===== src/rtl/bsg_link_credit_return_fifo_if.sv =====
// Core-side handshake bundle for the link credit-return FIFO.
// The master side is the link/core environment; the slave side is the FIFO.
interface bsg_link_credit_return_fifo_if #(
    parameter int width_p = 64,
    parameter int els_p   = 8
);
    localparam int cnt_w_lp = $clog2(els_p) + 1;

    logic [width_p-1:0]  data_i;
    logic                valid_i;
    logic [width_p-1:0]  data_o;
    logic                valid_o;
    logic                yumi_i;
    logic                core_token_r_o;
    logic                overflow_r_o;
    logic [cnt_w_lp-1:0] count_o;

    modport master (
        output data_i,
        output valid_i,
        output yumi_i,
        input  data_o,
        input  valid_o,
        input  core_token_r_o,
        input  overflow_r_o,
        input  count_o
    );

    modport slave (
        input  data_i,
        input  valid_i,
        input  yumi_i,
        output data_o,
        output valid_o,
        output core_token_r_o,
        output overflow_r_o,
        output count_o
    );
endinterface


===== src/rtl/bsg_link_credit_return_fifo.sv =====
// Link downstream receive FIFO with decimated credit-token return.
// BSG_LINK_CREDIT_PULSE_EN: token is a one-cycle pulse instead of a toggle.
module bsg_link_credit_return_fifo #(
    parameter int width_p                = 64,
    parameter int els_p                  = 8,
    parameter int lg_credit_decimation_p = 2
) (
    input logic core_clk_i,
    input logic core_link_reset_n_i,
    bsg_link_credit_return_fifo_if.slave link
);
    localparam int lg_els_lp = $clog2(els_p);
    localparam int ptr_w_lp  = lg_els_lp + 1;
    localparam logic [ptr_w_lp-1:0] ptr_one_lp = ptr_w_lp'(1);

    logic [width_p-1:0]  mem [els_p];
    logic [ptr_w_lp-1:0] wr_ptr_r;
    logic [ptr_w_lp-1:0] rd_ptr_r;
    logic                token_r;
    logic                overflow_r;

    logic empty;
    logic full;
    logic deq;
    logic enq;
    logic drop;
    logic credit_wrap;
    logic token_n;

    assign empty = (wr_ptr_r == rd_ptr_r);
    assign full  = (wr_ptr_r[lg_els_lp-1:0] == rd_ptr_r[lg_els_lp-1:0])
                 & (wr_ptr_r[lg_els_lp] != rd_ptr_r[lg_els_lp]);

    // A full FIFO accepts a word only when the head leaves in the same cycle.
    assign deq  = link.yumi_i & ~empty;
    assign enq  = link.valid_i & (~full | deq);
    assign drop = link.valid_i & full & ~deq;

    always_ff @(posedge core_clk_i) begin
        if (enq) begin
            mem[wr_ptr_r[lg_els_lp-1:0]] <= link.data_i;
        end
    end

    always_ff @(posedge core_clk_i or negedge core_link_reset_n_i) begin
        if (!core_link_reset_n_i) begin
            wr_ptr_r   <= '0;
            rd_ptr_r   <= '0;
            overflow_r <= 1'b0;
        end else begin
            if (enq) wr_ptr_r <= wr_ptr_r + ptr_one_lp;
            if (deq) rd_ptr_r <= rd_ptr_r + ptr_one_lp;
            if (drop) overflow_r <= 1'b1;
        end
    end

    generate
        if (lg_credit_decimation_p == 0) begin : g_no_dec
            assign credit_wrap = deq;
        end else begin : g_dec
            localparam int cw_lp = lg_credit_decimation_p;
            localparam logic [cw_lp-1:0] credit_one_lp = cw_lp'(1);
            logic [cw_lp-1:0] credit_r;

            always_ff @(posedge core_clk_i or negedge core_link_reset_n_i) begin
                if (!core_link_reset_n_i) begin
                    credit_r <= '0;
                end else if (deq) begin
                    credit_r <= credit_r + credit_one_lp;
                end
            end

            assign credit_wrap = deq & (&credit_r);
        end
    endgenerate

    always_comb begin
        token_n = token_r;
`ifdef BSG_LINK_CREDIT_PULSE_EN
        token_n = credit_wrap;
`else
        token_n = token_r ^ credit_wrap;
`endif
    end

    always_ff @(posedge core_clk_i or negedge core_link_reset_n_i) begin
        if (!core_link_reset_n_i) begin
            token_r <= 1'b0;
        end else begin
            token_r <= token_n;
        end
    end

    assign link.data_o         = mem[rd_ptr_r[lg_els_lp-1:0]];
    assign link.valid_o        = ~empty;
    assign link.count_o        = wr_ptr_r - rd_ptr_r;
    assign link.core_token_r_o = token_r;
    assign link.overflow_r_o   = overflow_r;
endmodule

===== src/flat_wrapper.sv =====
// flat-port wrapper written by rule: the top's interface ports become plain ports
module bsg_link_credit_return_fifo_flat 
#(
    parameter int width_p                = 64,
    parameter int els_p                  = 8,
    parameter int lg_credit_decimation_p = 2
)
  (core_clk_i, core_link_reset_n_i, link_data_i, link_valid_i, link_yumi_i, link_data_o, link_valid_o, link_core_token_r_o, link_overflow_r_o, link_count_o);
  bsg_link_credit_return_fifo_if #(.width_p(width_p), .els_p(els_p)) link_i ();
  input logic core_clk_i;
  input logic core_link_reset_n_i;
  input wire logic [$bits(link_i.data_i)-1:0] link_data_i;
  input wire logic [$bits(link_i.valid_i)-1:0] link_valid_i;
  input wire logic [$bits(link_i.yumi_i)-1:0] link_yumi_i;
  output wire logic [$bits(link_i.data_o)-1:0] link_data_o;
  output wire logic [$bits(link_i.valid_o)-1:0] link_valid_o;
  output wire logic [$bits(link_i.core_token_r_o)-1:0] link_core_token_r_o;
  output wire logic [$bits(link_i.overflow_r_o)-1:0] link_overflow_r_o;
  output wire logic [$bits(link_i.count_o)-1:0] link_count_o;
  assign link_i.data_i = link_data_i;
  assign link_i.valid_i = link_valid_i;
  assign link_i.yumi_i = link_yumi_i;
  assign link_data_o = link_i.data_o;
  assign link_valid_o = link_i.valid_o;
  assign link_core_token_r_o = link_i.core_token_r_o;
  assign link_overflow_r_o = link_i.overflow_r_o;
  assign link_count_o = link_i.count_o;
  bsg_link_credit_return_fifo #(.width_p(width_p), .els_p(els_p), .lg_credit_decimation_p(lg_credit_decimation_p)) u_core (.core_clk_i(core_clk_i), .core_link_reset_n_i(core_link_reset_n_i), .link(link_i));
endmodule

===== config.mk =====
export PLATFORM = sky130hd
export DESIGN_NAME = bsg_link_credit_return_fifo_flat
export DESIGN_NICKNAME = d
export VERILOG_FILES = /design/src/rtl/bsg_link_credit_return_fifo_if.sv /design/src/rtl/bsg_link_credit_return_fifo.sv /design/src/flat_wrapper.sv
export SDC_FILE = /design/constraint.sdc
export NUM_CORES = 1
export LEC_CHECK = 0
export CAP_MARGIN = 20
export CELL_PAD_IN_SITES_DETAIL_PLACEMENT = 1
export CELL_PAD_IN_SITES_GLOBAL_PLACEMENT = 1
export CORE_ASPECT_RATIO = 1.5
export CORE_MARGIN = 5
export CORE_UTILIZATION = 43
export CTS_BUF_LIST = sky130_fd_sc_hd__clkbuf_8
export DETAILED_ROUTE_END_ITERATION = 16
export PLACE_DENSITY_LB_ADDON = 0.1
export SYNTH_ARGS = -nofsm -noshare
export SYNTH_HDL_FRONTEND = slang
export SYNTH_SLANG_ARGS = --single-unit

===== constraint.sdc =====
create_clock -name core_clk_i -period 21.4 [get_ports core_clk_i]
set_clock_uncertainty 0.1 [all_clocks]
set_input_delay 3.21 -clock core_clk_i [delete_from_list [all_inputs] [get_ports core_clk_i]]
set_output_delay 3.21 -clock core_clk_i [all_outputs]
set_load 0.02 [all_outputs]

* Word-level counts from Yosys, hierarchy flattened
Memory sizes are Yosys's and may differ from the RTL's. Index checks and enable logic that the tools add are counted.
Word-level totals: register bits after elaboration 12, bits in writable memories 512, input port bits 68, output and inout port bits 71, logic and storage cells 27, memories 1
Cells by class: add/subtract/negate cells 4, equal/unequal tests 3, multiplexer cells 2, bitwise logic cells 11, reduce and logical (&&, ||, !) cells 1
Memory list:
- u_core.mem | depth 8, width 64, read ports 1, clocked after Yosys merged registers in 0, wr ports 1, RTL line bsg_link_credit_return_fifo.sv:16 | logic [width_p-1:0] mem [els_p];
Operators by type and width (count):
- adder 4 x 1 -> 4 bit (second input constant) | 2
- AND 1 bit | 6
- == test 4 bit | 1
- subtractor 4 bit | 1
- == test 3 bit | 1
- NOT 1 bit | 3
- adder 2 x 1 -> 2 bit (second input constant) | 1
- two-way mux 1 bit | 2
- AND reduction 2 bit | 1
- != test 1 bit | 1
- OR 1 bit | 1
- bitwise XOR 1 bit | 1

* Depth between registers and ports, before layout
depth after elaboration 7, depth in mapped cells 8

* Worst setup path after synthesis
OpenSTA, ideal clock, no wires.
path type in2reg, from input port link_yumi_i, to memory u_core.mem[0][0], enable pin, setup time 0.565 ns, arrival time 7.822 ns, path slack 12.913 ns, stages 3, buffers on the path 0, path through or3_4 nand3_1 nor3_1
Between the ends: cells in the longest elaborated chain, start to end 5
RTL lines:
- start: declaration | RTL line flat_wrapper.sv:14 | input wire logic [$bits(link_i.yumi_i)-1:0] link_yumi_i;
- AND 1 bit | RTL line bsg_link_credit_return_fifo.sv:35 | assign deq = link.yumi_i & ~empty;
- OR 1 bit | RTL line bsg_link_credit_return_fifo.sv:36 | assign enq = link.valid_i & (~full | deq);
- AND 1 bit | RTL line bsg_link_credit_return_fifo.sv:36
- two-way mux 1 bit | RTL line bsg_link_credit_return_fifo.sv:40 | if (enq) begin
- two-way mux 1 bit (not written as such) | RTL line bsg_link_credit_return_fifo.sv:41 | mem[wr_ptr_r[lg_els_lp-1:0]] <= link.data_i;
- end: declaration | RTL line bsg_link_credit_return_fifo.sv:16
Every way passes these cells.

* Worst setup path after layout
from register u_core.rd_ptr_r[0], to output port link_data_o[34]
Between the ends: cells in the longest elaborated chain, start to end 1
RTL lines:
- start: declaration | RTL line bsg_link_credit_return_fifo.sv:18 | logic [ptr_w_lp-1:0] rd_ptr_r;
- start signal: assignment | RTL line bsg_link_credit_return_fifo.sv:52 | if (deq) rd_ptr_r <= rd_ptr_r + ptr_one_lp;
- memory (8 x 64 bit)
- end: declaration | RTL line flat_wrapper.sv:15 | output wire logic [$bits(link_i.data_o)-1:0] link_data_o;
Every way passes these cells.

==> metrics.txt <==
# TYPE chip_impl_metric gauge
chip_impl_metric{name="fp.dieArea",unit="µm²"} 50900
chip_impl_metric{name="clk_latency",unit="ps"} 610
chip_impl_metric{name="ys_seq_area_share",unit="%"} 78.6
chip_impl_metric{name="r2r.worst_path.cells",unit=""} 6
chip_impl_metric{name="max-slew-margin-rel",unit="%"} 29.0
chip_impl_metric{name="synth-adder-area-share",unit="%"} 0.477
chip_impl_metric{name="post_synth_instance_area",unit="µm²"} 20000
chip_impl_metric{name="fin_util",unit="%"} 51.0
chip_impl_info{name="min_path_type",value="flip-flop to flip-flop"} 1
chip_impl_metric{name="holdPathStages",unit=""} 1
chip_impl_metric{name="yosys-mux-area-fraction",unit="%"} 14.6
chip_impl_metric{name="fin_crit",unit="ps"} 7650
chip_impl_metric{name="detailedRoute.firstPassIterationCount",unit=""} 4
chip_impl_metric{name="report.power.total",unit="mW"} 3.27
chip_impl_metric{name="drtAntennaViolNets",unit=""} 0
chip_impl_metric{name="flow.area_growth_from_synthesis",unit="%"} 17.3
chip_impl_info{name="synth_top_family_by_area",value="multiplexers"} 1
chip_impl_metric{name="clock_tree.buffer_depth",unit=""} 3
chip_impl_metric{name="power_per_cell_area",unit="nW/µm²"} 140
chip_impl_metric{name="synth-compound-area-share",unit="%"} 0.288
chip_impl_metric{name="register_to_register_path_setup_slack",unit="ps"} 17340
chip_impl_metric{name="grt_usage",unit="%"} 17.3
chip_impl_metric{name="detail_route.vias_per_cell",unit=""} 5.27
chip_impl_metric{name="cts.reportedPaths.clkPinSlew",unit="ps"} 60
chip_impl_metric{name="yosys_warnings",unit=""} 0
chip_impl_metric{name="layoutNonFillerInstCount",unit=""} 1786
chip_impl_metric{name="worst-endpoint-required",unit="ps"} 18090
chip_impl_info{name="reg2reg_from",value="u_core.rd_ptr_r[0]"} 1
chip_impl_metric{name="initial_core_utilization",unit="%"} 43.5
chip_impl_info{name="hold-path-endpoint",value="u_core.g_dec.credit_r[0]"} 1
chip_impl_metric{name="route.vias.total",unit=""} 9409
chip_impl_metric{name="cts.hold.buffers_added",unit=""} 0
chip_impl_metric{name="ys_ff_latch",unit=""} 524
chip_impl_metric{name="final_net_count",unit=""} 1215
chip_impl_metric{name="initial_antenna_violation_count",unit=""} 6
chip_impl_metric{name="syn_area_per_cell",unit="µm²"} 21.2
chip_impl_info{name="cts_tree",value="yes"} 1
chip_impl_metric{name="number_of_setup_violations_in_the_final_report",unit=""} 0
chip_impl_metric{name="synth_xor_xnor_area_share",unit="%"} 0.520
chip_impl_metric{name="cts_inserted_buffers",unit=""} 78
chip_impl_metric{name="maximum_number_of_pins_on_one_net_before_global_route_repair",unit=""} 68
chip_impl_info{name="timing.setup.critical_path_class",value="flip-flop to output pin"} 1
chip_impl_metric{name="power.leakage",unit="nW"} 7.76
chip_impl_metric{name="vdd_drop_max",unit="V"} 0.000124
chip_impl_info{name="result_of_the_run",value="finished, final reports clean"} 1
chip_impl_metric{name="first_global_vias",unit=""} 10677
chip_impl_info{name="cts_root_buffer",value="sky130_fd_sc_hd__clkbuf_8"} 1
chip_impl_metric{name="post-route-cell-area",unit="µm²"} 23400
chip_impl_metric{name="floorplan.io_pins",unit=""} 139
chip_impl_metric{name="hold_violation_total_from_the_final_report",unit=""} 0
chip_impl_metric{name="chipHeight",unit="µm"} 274
chip_impl_metric{name="floorplan.core_area",unit="µm²"} 45900
chip_impl_metric{name="timing.critical_path.arrival",unit="ps"} 4340
chip_impl_metric{name="setup_tns",unit="ps"} 0
chip_impl_metric{name="drc_errors",unit=""} 0
chip_impl_metric{name="layout-drive-gt1-share",unit="%"} 21.7
chip_impl_info{name="crit_path_end_kind",value="output pin"} 1
chip_impl_metric{name="gp_routability_congestion",unit=""} 0.691
chip_impl_metric{name="crit_path_max_fanout",unit=""} 40
chip_impl_metric{name="worst_pin_slew",unit="ps"} 1060
chip_impl_metric{name="wire_per_inst",unit="µm"} 24.1
chip_impl_metric{name="drt_wl_total",unit="µm"} 43100
chip_impl_metric{name="cts.htree.levels",unit=""} 3
chip_impl_metric{name="post_cts.resized_instances",unit=""} 0
chip_impl_metric{name="place_hpwl",unit="µm"} 22300
chip_impl_info{name="grt_setup_unrepaired",value="false"} 1
chip_impl_metric{name="final-max-slew-violation-count",unit=""} 0
chip_impl_metric{name="port_buffer_count",unit=""} 138
chip_impl_info{name="critPathLaunchType",value="flip-flop"} 1
chip_impl_metric{name="numClockSinks",unit=""} 524
chip_impl_metric{name="grt_overflow",unit=""} 0
chip_impl_metric{name="first_iter_violations",unit=""} 597
chip_impl_metric{name="fp-row-count",unit=""} 96
chip_impl_metric{name="min_period_over_period",unit="%"} 35.8
chip_impl_metric{name="synth_cell_types",unit=""} 28
chip_impl_info{name="capturing_point_of_the_worst_reg2reg_path",value="u_core.mem[1][12]"} 1
chip_impl_metric{name="synth-simple-area-share",unit="%"} 4.13
chip_impl_metric{name="synth_nets",unit=""} 1018
chip_impl_metric{name="placedInstanceArea",unit="µm²"} 22000
chip_impl_info{name="timing.hold.worst.start",value="u_core.g_dec.credit_r[0]"} 1
chip_impl_metric{name="max_cap_viol_count",unit=""} 0
chip_impl_metric{name="post_synth_inst_count",unit=""} 943
chip_impl_metric{name="dp_cells",unit=""} 1648
chip_impl_metric{name="grt_pass1_wl",unit="µm"} 65200
chip_impl_metric{name="cts_post_setup_buffers_inserted",unit=""} 0
chip_impl_metric{name="die_width",unit="µm"} 186
chip_impl_metric{name="fmax",unit="GHz"} 0.131
cell type report:
class | count | area, µm²
multi-input combinational | 367 | 4040
sequential | 524 | 15700
tap | 588 | 736
clock inverter | 55 | 233
clock buffer | 81 | 1110
timing repair buffer | 160 | 1550
fill | 4171 | 22500
antenna | 2 | 5.00
inverter | 9 | 33.8
critical path: stages, from the launching register on:
cell	delay, ps
sky130_fd_sc_hd__dfrtp_4	950
sky130_fd_sc_hd__buf_4	780
sky130_fd_sc_hd__buf_4	630
sky130_fd_sc_hd__mux4_2	570
sky130_fd_sc_hd__nand2_1	90
sky130_fd_sc_hd__nand2_1	110
sky130_fd_sc_hd__clkdlybuf4s50_1	560
Yosys cell counts:
master	n	area (µm²)
sky130_fd_sc_hd__nor3_1	2	10.0
sky130_fd_sc_hd__nand2_2	1	6.26
sky130_fd_sc_hd__dfrtp_1	12	300
sky130_fd_sc_hd__a21oi_1	1	5.00
sky130_fd_sc_hd__a41oi_2	1	16.3
sky130_fd_sc_hd__nand3_1	3	15.0
sky130_fd_sc_hd__o21ai_0	1	5.00
sky130_fd_sc_hd__buf_1	6	22.5
sky130_fd_sc_hd__ha_1	6	75.1
sky130_fd_sc_hd__a21o_1	1	7.51
sky130_fd_sc_hd__nor2_1	6	22.5
sky130_fd_sc_hd__nand2b_1	1	6.26
sky130_fd_sc_hd__xnor2_2	1	16.3
sky130_fd_sc_hd__edfxtp_1	512	15400
sky130_fd_sc_hd__o311ai_2	1	16.3
sky130_fd_sc_hd__xor2_1	3	26.3
sky130_fd_sc_hd__fa_1	1	20.0
sky130_fd_sc_hd__nand4_1	2	12.5
sky130_fd_sc_hd__mux4_2	128	2880
sky130_fd_sc_hd__o21bai_1	1	7.51
sky130_fd_sc_hd__xnor2_1	7	61.3
sky130_fd_sc_hd__mux2_2	2	22.5
sky130_fd_sc_hd__nand2_1	197	739
sky130_fd_sc_hd__inv_1	9	33.8
sky130_fd_sc_hd__clkbuf_1	14	52.6
sky130_fd_sc_hd__buf_6	11	124
sky130_fd_sc_hd__buf_2	12	60.1
sky130_fd_sc_hd__or3_4	1	11.3
layout by cell type, fill, tap and decap left out, drive strengths merged, types with 8 or more instances in the layout:
cell type,n
buf,22
edfxtp,512
inv,34
dfrtp,12
clkinv,26
clkdlybuf4s50,138
nand2,198
mux4,128
clkbuf,81
xnor2,8
how the worst max path moves through the flow:
stage                             startpoint                to  slack [ps]  cells after the start
final                     u_core.rd_ptr_r[0]   link_data_o[34]       13750                      6
after global routing      u_core.rd_ptr_r[0]   link_data_o[34]       13340                      6
after detailed placement  u_core.rd_ptr_r[0]   link_data_o[34]       14180                      6
after floorplan                  link_yumi_i  u_core.mem[0][0]       12910                      3
after CTS                 u_core.rd_ptr_r[0]   link_data_o[34]       13500                      6
after global placement    u_core.rd_ptr_r[0]   link_data_o[34]       14170                      6
sequential cells by signal (all words and copies together) (netlist names):
name,cells
u_core.rd_ptr_r,4
u_core.link.core_token_r_o,1
u_core.g_dec.credit_r,2
u_core.link.overflow_r_o,1
u_core.mem,512
u_core.wr_ptr_r,4
stage by stage:
step,hold slack (ps),setup WS (ps)
after floorplan,348,12910
after global placement,372,14170
after detailed placement,368,14180
after CTS,380,13500
after global routing,400,13340
final,374,13750
logic make-up (layout without fill, tap and decap cells):
kind of cell    after synthesis  count (layout)
flops                       524             524
simple gates                213             213
mux                         130             130
buf+inv                      52             305
xor+xnor                     11              11
fa+ha+maj                     7               7
compound gates                6               6
other cells                   0               2
per-layer routing:
| metal | up-vias | GRT usage (%) | wire length [µm] |
|---|---|---|---|
| li1 | 4167 | - | - |
| met1 | 4957 | 22.5 | 17500 |
| met2 | 210 | 29.3 | 22600 |
| met3 | 67 | 3.86 | 2120 |
| met4 | 8 | 4.95 | 797 |
| met5 | - | 0 | 55 |
power by group:
part / leakage [nW] / total (mW) / internal, mW / switching, mW
logic: 2.20 / 1.19 / 0.531 / 0.660
clock network: 0.768 / 0.713 / 0.350 / 0.363
registers: 4.79 / 1.36 / 1.30 / 0.0639
Power figures use the tool's default switching activity.
